[src/rtl/ahb_lite_master_if.sv]
// AHB-Lite bus bundle between a single initiator and the decoder/mux side.
// Carries the address/control phase signals and the data phase signals.
//   master modport: drives haddr, htrans, hsize, hburst, hwrite, hwdata;
//                   samples hready, hrdata, hresp.
//   slave modport:  the mirror image.
interface ahb_lite_master_if #(
  parameter int AW = 16,
  parameter int DW = 32
);
  logic [AW-1:0] haddr;
  logic [1:0]    htrans;
  logic [2:0]    hsize;
  logic [2:0]    hburst;
  logic          hwrite;
  logic [DW-1:0] hwdata;
  logic          hready;
  logic [DW-1:0] hrdata;
  logic          hresp;

  modport master (
    output haddr, htrans, hsize, hburst, hwrite, hwdata,
    input  hready, hrdata, hresp
  );

  modport slave (
    input  haddr, htrans, hsize, hburst, hwrite, hwdata,
    output hready, hrdata, hresp
  );
endinterface

[src/rtl/ahb_lite_master.sv]
// Single-master AHB-Lite initiator. Turns one command (start address, size,
// beat count, direction) into a pipelined SINGLE or INCR burst, overlapping
// the address phase of each beat with the data phase of the previous one.
// Copes with slave wait states and the two-cycle ERROR response.
// Ports:
//   hclk, hresetn        clock, asynchronous active-low reset
//   cmd_*                command request; accepted when cmd_valid & cmd_ready
//   wdata / wdata_pop    show-ahead write data source and its consume strobe
//   rdata / rdata_valid  one registered pulse per successful read beat
//   done / err           completion pulse, err=1 when aborted by ERROR
//   bus                  AHB-Lite master side
module ahb_lite_master #(
  parameter int AW = 16,
  parameter int DW = 32,
  parameter int LW = 4
) (
  input  logic              hclk,
  input  logic              hresetn,
  input  logic              cmd_valid,
  output logic              cmd_ready,
  input  logic              cmd_write,
  input  logic [AW-1:0]     cmd_addr,
  input  logic [2:0]        cmd_size,
  input  logic [LW-1:0]     cmd_len,
  input  logic [DW-1:0]     wdata,
  output logic              wdata_pop,
  output logic [DW-1:0]     rdata,
  output logic              rdata_valid,
  output logic              done,
  output logic              err,
  ahb_lite_master_if.master bus
);

  typedef enum logic [1:0] {
    S_IDLE,
    S_XFER,
    S_LAST,
    S_ERR
  } state_t;

  localparam logic [1:0] TR_IDLE   = 2'b00;
  localparam logic [1:0] TR_NONSEQ = 2'b10;
  localparam logic [1:0] TR_SEQ    = 2'b11;

  state_t        state;
  logic [AW-1:0] haddr_q;
  logic [1:0]    htrans_q;
  logic [2:0]    hsize_q;
  logic [2:0]    hburst_q;
  logic          hwrite_q;
  logic [DW-1:0] hwdata_q;
  logic [LW-1:0] beats_left;
  logic          dphase_valid;
  logic          dphase_write;

  logic          addr_accept;
  logic          dphase_done;
  logic          error_first;

  // An address phase only counts while we are issuing beats and the slave
  // is ready; the data phase of the previously accepted beat ends on the
  // same hready.
  assign addr_accept = (state == S_XFER) && (htrans_q != TR_IDLE) && bus.hready;
  assign dphase_done = dphase_valid && bus.hready;
  assign error_first = dphase_valid && bus.hresp && !bus.hready;

  // The first ERROR cycle must already show IDLE, before the register can
  // react, so htrans is overridden combinationally here.
  assign bus.htrans  = error_first ? TR_IDLE : htrans_q;
  assign bus.haddr   = haddr_q;
  assign bus.hsize   = hsize_q;
  assign bus.hburst  = hburst_q;
  assign bus.hwrite  = hwrite_q;
  assign bus.hwdata  = hwdata_q;

  // The write word is consumed on the edge that accepts its address phase.
  assign wdata_pop   = addr_accept && hwrite_q;

  // Main controller: command capture, beat sequencing, completion and
  // error abort. beats_left counts address phases still to issue after the
  // one currently on the bus; dphase_* tracks the beat in its data phase.
  always_ff @(posedge hclk or negedge hresetn) begin
    if (!hresetn) begin
      state        <= S_IDLE;
      haddr_q      <= '0;
      htrans_q     <= TR_IDLE;
      hsize_q      <= '0;
      hburst_q     <= '0;
      hwrite_q     <= 1'b0;
      hwdata_q     <= '0;
      beats_left   <= '0;
      dphase_valid <= 1'b0;
      dphase_write <= 1'b0;
      cmd_ready    <= 1'b1;
      rdata        <= '0;
      rdata_valid  <= 1'b0;
      done         <= 1'b0;
      err          <= 1'b0;
    end else begin
      done        <= 1'b0;
      err         <= 1'b0;
      rdata_valid <= 1'b0;

      if (dphase_done && !dphase_write && !bus.hresp) begin
        rdata       <= bus.hrdata;
        rdata_valid <= 1'b1;
      end

      case (state)
        S_IDLE: begin
          if (cmd_valid) begin
            haddr_q    <= cmd_addr;
            hsize_q    <= cmd_size;
            hwrite_q   <= cmd_write;
            hburst_q   <= (cmd_len == '0) ? 3'b000 : 3'b001;
            htrans_q   <= TR_NONSEQ;
            beats_left <= cmd_len;
            cmd_ready  <= 1'b0;
            state      <= S_XFER;
          end
        end

        S_XFER: begin
          if (error_first) begin
            htrans_q     <= TR_IDLE;
            dphase_valid <= 1'b0;
            done         <= 1'b1;
            err          <= 1'b1;
            state        <= S_ERR;
          end else if (addr_accept) begin
            dphase_valid <= 1'b1;
            dphase_write <= hwrite_q;
            if (hwrite_q) begin
              hwdata_q <= wdata;
            end
            if (beats_left == '0) begin
              htrans_q <= TR_IDLE;
              state    <= S_LAST;
            end else begin
              htrans_q   <= TR_SEQ;
              haddr_q    <= haddr_q + (AW'(1) << hsize_q);
              beats_left <= beats_left - LW'(1);
            end
          end
        end

        S_LAST: begin
          if (error_first) begin
            htrans_q     <= TR_IDLE;
            dphase_valid <= 1'b0;
            done         <= 1'b1;
            err          <= 1'b1;
            state        <= S_ERR;
          end else if (dphase_done) begin
            dphase_valid <= 1'b0;
            done         <= 1'b1;
            cmd_ready    <= 1'b1;
            state        <= S_IDLE;
          end
        end

        // Second ERROR cycle: done/err are already showing; leave once the
        // slave completes the response.
        S_ERR: begin
          if (bus.hready) begin
            cmd_ready <= 1'b1;
            state     <= S_IDLE;
          end
        end

        default: begin
          state <= S_IDLE;
        end
      endcase
    end
  end

endmodule

[src/flat_wrapper.sv]
// flat-port wrapper written by rule: the top's interface ports become plain ports
module ahb_lite_master_flat 
#(
  parameter int AW = 16,
  parameter int DW = 32,
  parameter int LW = 4
)
  (hclk, hresetn, cmd_valid, cmd_ready, cmd_write, cmd_addr, cmd_size, cmd_len, wdata, wdata_pop, rdata, rdata_valid, done, err, bus_haddr, bus_htrans, bus_hsize, bus_hburst, bus_hwrite, bus_hwdata, bus_hready, bus_hrdata, bus_hresp);
  ahb_lite_master_if #(.AW(AW), .DW(DW)) bus_i ();
  input  logic hclk;
  input  logic hresetn;
  input  logic cmd_valid;
  output logic cmd_ready;
  input  logic cmd_write;
  input  logic [AW-1:0] cmd_addr;
  input  logic [2:0] cmd_size;
  input  logic [LW-1:0] cmd_len;
  input  logic [DW-1:0] wdata;
  output logic wdata_pop;
  output logic [DW-1:0] rdata;
  output logic rdata_valid;
  output logic done;
  output logic err;
  output wire logic [$bits(bus_i.haddr)-1:0] bus_haddr;
  output wire logic [$bits(bus_i.htrans)-1:0] bus_htrans;
  output wire logic [$bits(bus_i.hsize)-1:0] bus_hsize;
  output wire logic [$bits(bus_i.hburst)-1:0] bus_hburst;
  output wire logic [$bits(bus_i.hwrite)-1:0] bus_hwrite;
  output wire logic [$bits(bus_i.hwdata)-1:0] bus_hwdata;
  input wire logic [$bits(bus_i.hready)-1:0] bus_hready;
  input wire logic [$bits(bus_i.hrdata)-1:0] bus_hrdata;
  input wire logic [$bits(bus_i.hresp)-1:0] bus_hresp;
  assign bus_haddr = bus_i.haddr;
  assign bus_htrans = bus_i.htrans;
  assign bus_hsize = bus_i.hsize;
  assign bus_hburst = bus_i.hburst;
  assign bus_hwrite = bus_i.hwrite;
  assign bus_hwdata = bus_i.hwdata;
  assign bus_i.hready = bus_hready;
  assign bus_i.hrdata = bus_hrdata;
  assign bus_i.hresp = bus_hresp;
  ahb_lite_master #(.AW(AW), .DW(DW), .LW(LW)) u_core (.hclk(hclk), .hresetn(hresetn), .cmd_valid(cmd_valid), .cmd_ready(cmd_ready), .cmd_write(cmd_write), .cmd_addr(cmd_addr), .cmd_size(cmd_size), .cmd_len(cmd_len), .wdata(wdata), .wdata_pop(wdata_pop), .rdata(rdata), .rdata_valid(rdata_valid), .done(done), .err(err), .bus(bus_i));
endmodule
[config.mk]
export PLATFORM = sky130hd
export DESIGN_NAME = ahb_lite_master_flat
export DESIGN_NICKNAME = d
export VERILOG_FILES = /design/src/rtl/ahb_lite_master_if.sv /design/src/rtl/ahb_lite_master.sv /design/src/flat_wrapper.sv
export SDC_FILE = /design/constraint.sdc
export NUM_CORES = 1
export LEC_CHECK = 0
export CAP_MARGIN = 20
export CORE_MARGIN = 5
export CORE_UTILIZATION = 47
export CTS_CLUSTER_SIZE = 20
export DETAILED_ROUTE_END_ITERATION = 8
export GPL_TIMING_DRIVEN = 0
export HOLD_SLACK_MARGIN = 0.08
export PLACE_DENSITY_LB_ADDON = 0.15
export SYNTH_ARGS = -nofsm -noshare
export SYNTH_HDL_FRONTEND = slang
export SYNTH_SLANG_ARGS = --single-unit
[constraint.sdc]
create_clock -name hclk -period 5.5 [get_ports hclk]
set_input_delay 1.1 -clock hclk [delete_from_list [all_inputs] [get_ports hclk]]
set_output_delay 1.1 -clock hclk [all_outputs]
set_load 0.01 [all_outputs]
==> qor.yml <==
run_status:
  run_status: "complete, no violations"
synthesis:
  avgSynthCellArea_sq_um: 9.900
  synthArstFlopShare: 1.000
  synth_ff_type: "dfrtp_1"
  syn_inst: 481
  netlist_area_sq_um: 4762
  seq_area_frac_synth: 0.5205
  yosys.cell_types.count: 57
  ys_warn_count: 0
  synth_edf_count: 0
  ys_ff_latch: 99
sta:
  hold_viol: 0
  finalCritPeriodShare: 0.8027
  rsz0062_at_grt: "false"
  report.final.slew_viol_count: 0
  worst_pin_slew_ns: 0.7116
  final.setup.worst_slack_ns: 1.085
  finalSetupViolations: 0
  clock.fmax_mhz: 226.5
  min_period_ns: 4.415
  relSlewSlack: 0.5256
  fin_skew_ns: 0.01174
drt:
  vias: 4207
  detail-route-antenna-nets: 0
  drt_first_iter_violations: 182
  drt-wirelength-per-cell_microns: 16.37
  dr.pass1.iters: 4
  routed_wl_mm: 13.37
  vias_per_cell: 5.149
  drc: 0
floorplanning:
  die_w_microns: 110.7
  die_area_sq_um: 12250
  fp-row-count: 36
  io_pins: 187
  start_util: 0.4850
  die_height_microns: 110.7
  coreArea_sq_um: 9819
global_route:
  grt_max_degree: 54
  grt_pass1_vias: 4418
  grt_antenna_before_repair: 0
  grt_pass1_wl_mm: 21.80
  grt_remaining_overflow: 0
  grt_usage: 0.2169
pwr:
  seqPwrFrac: 0.340
  p_per_area_nw_per_um2: 562.1
  leakagePower_nw: 3.110
  intPower_mw: 2.366
  p_comb_frac: 0.546
  p_switching_mw: 1.561
  pwr-share-clk: 0.114
  vdd_drop_max_v: 0.0002922
  p_sw_frac: 0.3976
  power_mw: 3.927
finish:
  nets: 785
  final_area_sq_um: 6987
  layout-drive-gt1-share: 0.1069
  final_common_cell: "clkdlybuf4s50_1"
  final_cell_mix: "183 x clkdlybuf4s50_1, 133 x nand2_1, 98 x dfrtp_1, 31 x mux2_2, 20 x o21ai_0"
  n_fill_cell: 807
  instances_no_fill: 817
  area_growth_pct: 46.72
critical_path:
  cp.required_ns: 4.40
  crit_path_top_delay_cell: "clkdlybuf4s50_1"
  path_cells: "clkdlybuf4s50_1 > inv_1 > nor3_1 > nand2_1 > inv_2 > buf_2 > clkdlybuf4s50_1"
  arrival_ns: 3.32
  critPathMaxStageDelay_ns: 0.59
  cp-start-kind: "input port"
  crit_path_start: "bus_hready"
  endpoint_kind: "output port"
  crit_path_frequent_cell: "clkdlybuf4s50_1"
  r2r-start: "u_core.bus.hsize[1]$_DFFE_PN0P_"
  crit_type: "in2out"
  cp_max_fo: 10
placement:
  gp_congestion: 0.8911
  port_buffers: 184
  place_area_sq_um: 6799
  pre_cts_slack_ns: 1.105
  hpwl_mm: 10.42
  dp_cells: 800
clock_tree:
  cts_hold_buf: 0
  cts_htree_levels: 3
  cts_root_buf: "clkbuf_8"
  cts_setup_buffers: 0
  cts.clk_slew.worst_paths_ns: 0.09
  cts_tree: "done"
  cts-resized-gates: 0
  cts.sinks: 99
  cts_buffers: 9
  insertion_delay_ns: 0.37
  clockBufferDepth: 2
worst_hold_path:
  min_path_type: "reg2reg"
  min_from: "u_core.bus.hwdata[29]$_DFFE_PN0P_"
run:
  drv_cap: 0
cells in the mapped netlist, drive strengths merged, types with 5 or more instances:
cell | number | share of area
nand2 | 134 | 0.11
dfrtp | 98 | 0.51
mux2 | 36 | 0.085
o21ai | 24 | 0.025
a21oi | 19 | 0.020
nor2 | 18 | 0.014
nand3 | 16 | 0.017
inv | 14 | 0.011
ha | 13 | 0.034
buf | 12 | 0.014
clkbuf | 10 | 0.0079
mux2i | 8 | 0.017
and2 | 7 | 0.0092
nor3b | 7 | 0.012
a211oi | 6 | 0.013
nor3 | 5 | 0.0074
metal layers:
layer,vias to the layer above,GRT usage,share of wire
li1,2032,-,-
met1,2033,0.2384,0.38
met2,130,0.3851,0.52
met3,12,0.08406,0.083
met4,0,0.06732,0.013
met5,-,0,0
logic make-up (layout without fill, tap and decap cells):
family	after synthesis	in the layout	synth area share
xor gates and xnor gates	3	3	0.005519
DFF	99	99	0.5205
adders and majority gates	14	14	0.03836
other	1	3	0.0007875
and+or+nand+nor	209	209	0.1968
buffers and inverters	36	237	0.03258
muxes	44	44	0.1019
AOI/OAI and AO/OA	75	75	0.1035
state kept, by name (all words and copies together), names as in the netlist, 2 cells and up:
| name | count |
|---|---|
| u_core.beats_left | 4 |
| u_core.bus.haddr | 16 |
| u_core.bus.hsize | 3 |
| u_core.bus.hwdata | 32 |
| u_core.htrans_q | 2 |
| u_core.rdata | 32 |
| u_core.state | 2 |
final cells by class:
type / count / area (sq um) / area share
clock inverters: 7 / 61.31 / 0.008775
repair buffers: 185 / 1867 / 0.2672
flip-flops and latches: 99 / 2479 / 0.3548
well taps: 133 / 166.4 / 0.02382
multi-input cells: 347 / 2132 / 0.3052
clock buffers: 9 / 123.9 / 0.01773
diodes: 1 / 2.502 / 0.0003582
plain buffers: 22 / 102.6 / 0.01468
inverters: 14 / 52.55 / 0.007521
power by group through the flow:
| stage | combinational [mW] | sequential [mW] | clock [mW] |
|---|---|---|---|
| after global placement | 2.09 | 1.33 | 0 |
| after global routing | 2.35 | 1.39 | 0.490 |
| final | 2.15 | 1.33 | 0.446 |
| after CTS | 2.17 | 1.34 | 0.460 |
| after detailed placement | 2.15 | 1.35 | 0 |
| after floorplan | 1.01 | 1.46 | 0 |
stage by stage:
stage / utilization / setup TNS [ns] / hold slack (ns)
after floorplan: - / 0 / 0.4669
after global placement: 0.6899 / -39.69 / 0.4569
after detailed placement: 0.6924 / 0 / 0.4613
after CTS: 0.7113 / 0 / 0.4846
after global routing: 0.7113 / 0 / 0.5037
final: 0.7115 / 0 / 0.4812
critical path, delay by kind of cell:
kind / cells / cell delay (ns)
buffers and inverters: 5 / 1.66
and+or+nand+nor: 2 / 0.56
final timing paths:
check / endpoint / slack (ns) / cells past startpoint
worst max-delay path: wdata_pop / 1.08 / 7
worst min-delay path: u_core.bus.hwdata[29]$_DFFE_PN0P_ / 0.48 / 2
min in group asynchronous: u_core.bus.haddr[14]$_DFFE_PN0P_ / 0.78 / 1
worst max register to register: u_core.bus.haddr[12]$_DFFE_PN0P_ / 2.90 / 9
max in group asynchronous: u_core.cmd_ready$_DFFE_PN1P_ / 4.00 / 2
worst min register to register: u_core.bus.hwdata[29]$_DFFE_PN0P_ / 0.48 / 2
Power figures use the tool's default switching activity.
==> edit (same settings) <==
Register the output `err` once more; this adds one clock of latency there. The other outputs are not delayed to match. Comments in the files are not updated.
--- a/src/rtl/ahb_lite_master.sv
+++ b/src/rtl/ahb_lite_master.sv
@@ -41,6 +41,8 @@
   localparam logic [1:0] TR_IDLE   = 2'b00;
   localparam logic [1:0] TR_NONSEQ = 2'b10;
   localparam logic [1:0] TR_SEQ    = 2'b11;
+
+  logic err_s0;
 
   state_t        state;
   logic [AW-1:0] haddr_q;
@@ -95,10 +97,10 @@
       rdata        <= '0;
       rdata_valid  <= 1'b0;
       done         <= 1'b0;
-      err          <= 1'b0;
+      err_s0       <= 1'b0;
     end else begin
       done        <= 1'b0;
-      err         <= 1'b0;
+      err_s0      <= 1'b0;
       rdata_valid <= 1'b0;
 
       if (dphase_done && !dphase_write && !bus.hresp) begin
@@ -125,7 +127,7 @@
             htrans_q     <= TR_IDLE;
             dphase_valid <= 1'b0;
             done         <= 1'b1;
-            err          <= 1'b1;
+            err_s0       <= 1'b1;
             state        <= S_ERR;
           end else if (addr_accept) begin
             dphase_valid <= 1'b1;
@@ -149,7 +151,7 @@
             htrans_q     <= TR_IDLE;
             dphase_valid <= 1'b0;
             done         <= 1'b1;
-            err          <= 1'b1;
+            err_s0       <= 1'b1;
             state        <= S_ERR;
           end else if (dphase_done) begin
             dphase_valid <= 1'b0;
@@ -175,5 +177,13 @@
     end
   end
 
+  always_ff @(posedge hclk or negedge hresetn) begin
+    if (!hresetn) begin
+      err <= '0;
+    end else begin
+      err <= err_s0;
+    end
+  end
+
 endmodule
 
Formal check against the unedited RTL: not equivalent (Yosys sat finds a counterexample within 4 cycles, from zero or initial values and one cycle with hresetn low).
==> edit against the original RTL <==
Design area rose by 0.56%; largest power group unchanged; synthesized area rose by 0.53%; global-route usage fell by 0.32 points; routed wire length fell by 3.2%; final cell count fell by 0.12%; setup slack got worse by 0.019 ns; clock skew fell by 0.0054 ns; sequential cell count rose by 1; total power rose by 0.92%.
==> edit: results <==
[run_status]
status = finished, final reports clean

[worst_hold_path]
hold_path_depth = 0
hp-class = flop to flop
min-delay-start = u_core.err_s0
whs_endpoint = u_core.err

[yosys]
synthCells = 482
synth_compound_area_share_pct = 10.30
netlist-cell-type-count = 57
ys_top_cells_by_count = nand2_1, dfrtp_1, mux2_2
ys.flop_type = dfrtp_1
ys_seq_area_share_pct = 52.30
synthXorXnorAreaFrac_pct = 0.5489
ys_warn_count = 0
synth_async_sr_flop_share_pct = 100.0
synthTopCellsByArea = dfrtp_1, nand2_1, mux2_2
synth_fa_ha_area_share_pct = 3.816
muxShareOfSynthArea_pct = 10.14

[placed_design]
placed_area_um2 = 6824
post-place-ws_ns = 1.088
io_buffers = 184
hpwlAfterDp_mm = 9.866
place.gp.congestion = 0.8951
place_inst = 801

[final_layout]
antenna_cells = 0
stdcell_count = 816
num-fill-cells = 761
finalNetCount = 786
drive_gt1_share_pct = 10.40

[cts]
clk-insertion-delay-late_ns = 0.36
clk_pin_slew_ns = 0.09
cts_max_path_buffers = 2
ctsResizeCount = 0
cts_made_buffers = 9
cts_htree_levels = 3
cts_root_buf = clkbuf_8
post_cts_buffers = 0

[critical_path]
ff2ff_setup_slack_ns = 2.82
cp_max_fo = 10
cp.arrival_ns = 3.33
regToRegEndpoint = u_core.bus.haddr[11]
r2r_cells = 8
r2r_start = u_core.bus.hsize[0]

[timing]
clock_skew_ns = 0.006294
setup_ws_ns = 1.066
slew_headroom_pct = 56.49

[route]
first_iter_violations = 177
viasPerCell = 5.152
dr.pass1.iters = 4
drt_wl_total_mm = 12.94

[pwr]
ir_drop_uv = 250.9
p_leak_uw = 0.003128

[global_routing]
grt_pass1_vias = 4502
antenna_found_initial = 0
grt_pass1_wl_mm = 21.63
grt_usage_pct = 21.36
grt_max_degree = 54
-- edit: cell types whose count changed after synthesis --
cell     before  now
dfrtp_1      98   99
-- edit: cell type report --
cell class | instances | area, µm² | share of cell area, %
buffer | 22 | 102.6 | 1.460
clock buffer | 12 | 155.1 | 2.208
clock inverter | 3 | 46.29 | 0.6589
inverter | 14 | 52.55 | 0.7480
multi-input combinational | 347 | 2132 | 30.35
sequential | 100 | 2504 | 35.64
tap | 133 | 166.4 | 2.369
timing repair buffer | 185 | 1867 | 26.57
-- edit: worst max-delay path, stage by stage --
cell and delay, ns:
clkdlybuf4s50_1 0.58, inv_1 0.11, nor3_1 0.35, nand2_1 0.24, inv_2 0.15, buf_2 0.23
clkdlybuf4s50_1 0.57
-- edit: how the worst max path moves through the flow --
stage                           from               endpoint  cells after the start
after detailed placement  bus_hready              wdata_pop                      7
after global placement       hresetn  u_core.bus.hwdata[23]                      1
after global routing      bus_hready              wdata_pop                      7
final                     bus_hready              wdata_pop                      7
after floorplan           bus_hready              wdata_pop                      5
after CTS                 bus_hready              wdata_pop                      7
-- edit: kinds of logic (layout without fill, tap and decap cells) --
group / Yosys count / in the layout
simple gates: 209 / 209
flops: 100 / 100
compound gates: 75 / 75
mux: 44 / 44
buf+inv: 36 / 236
fa+ha+maj: 14 / 14
xor+xnor: 3 / 3
other cells: 1 / 2
-- edit: per-layer routing --
metal,global-route usage (%),vias up,share of wire (%)
met5,0,-,0
met4,7.307,0,1.8
met3,7.915,20,9.3
met2,36.17,146,49
met1,24.99,2000,40
li1,-,2038,-
-- edit: where the power goes --
part           internal (µW)  switching, µW
sequential              1090            262
combinational           1110           1020
clock                    234            244
total                   2440           1530
-- edit: metrics by stage --
step	util, %	total power [µW]	hold slack (ns)
global route	71.22	4279	0.3775
global placement	68.92	3428	0.3337
floorplan	-	2475	0.3312
CTS	71.22	4001	0.3557
finish	71.22	3964	0.3560
detailed placement	69.18	3504	0.3347
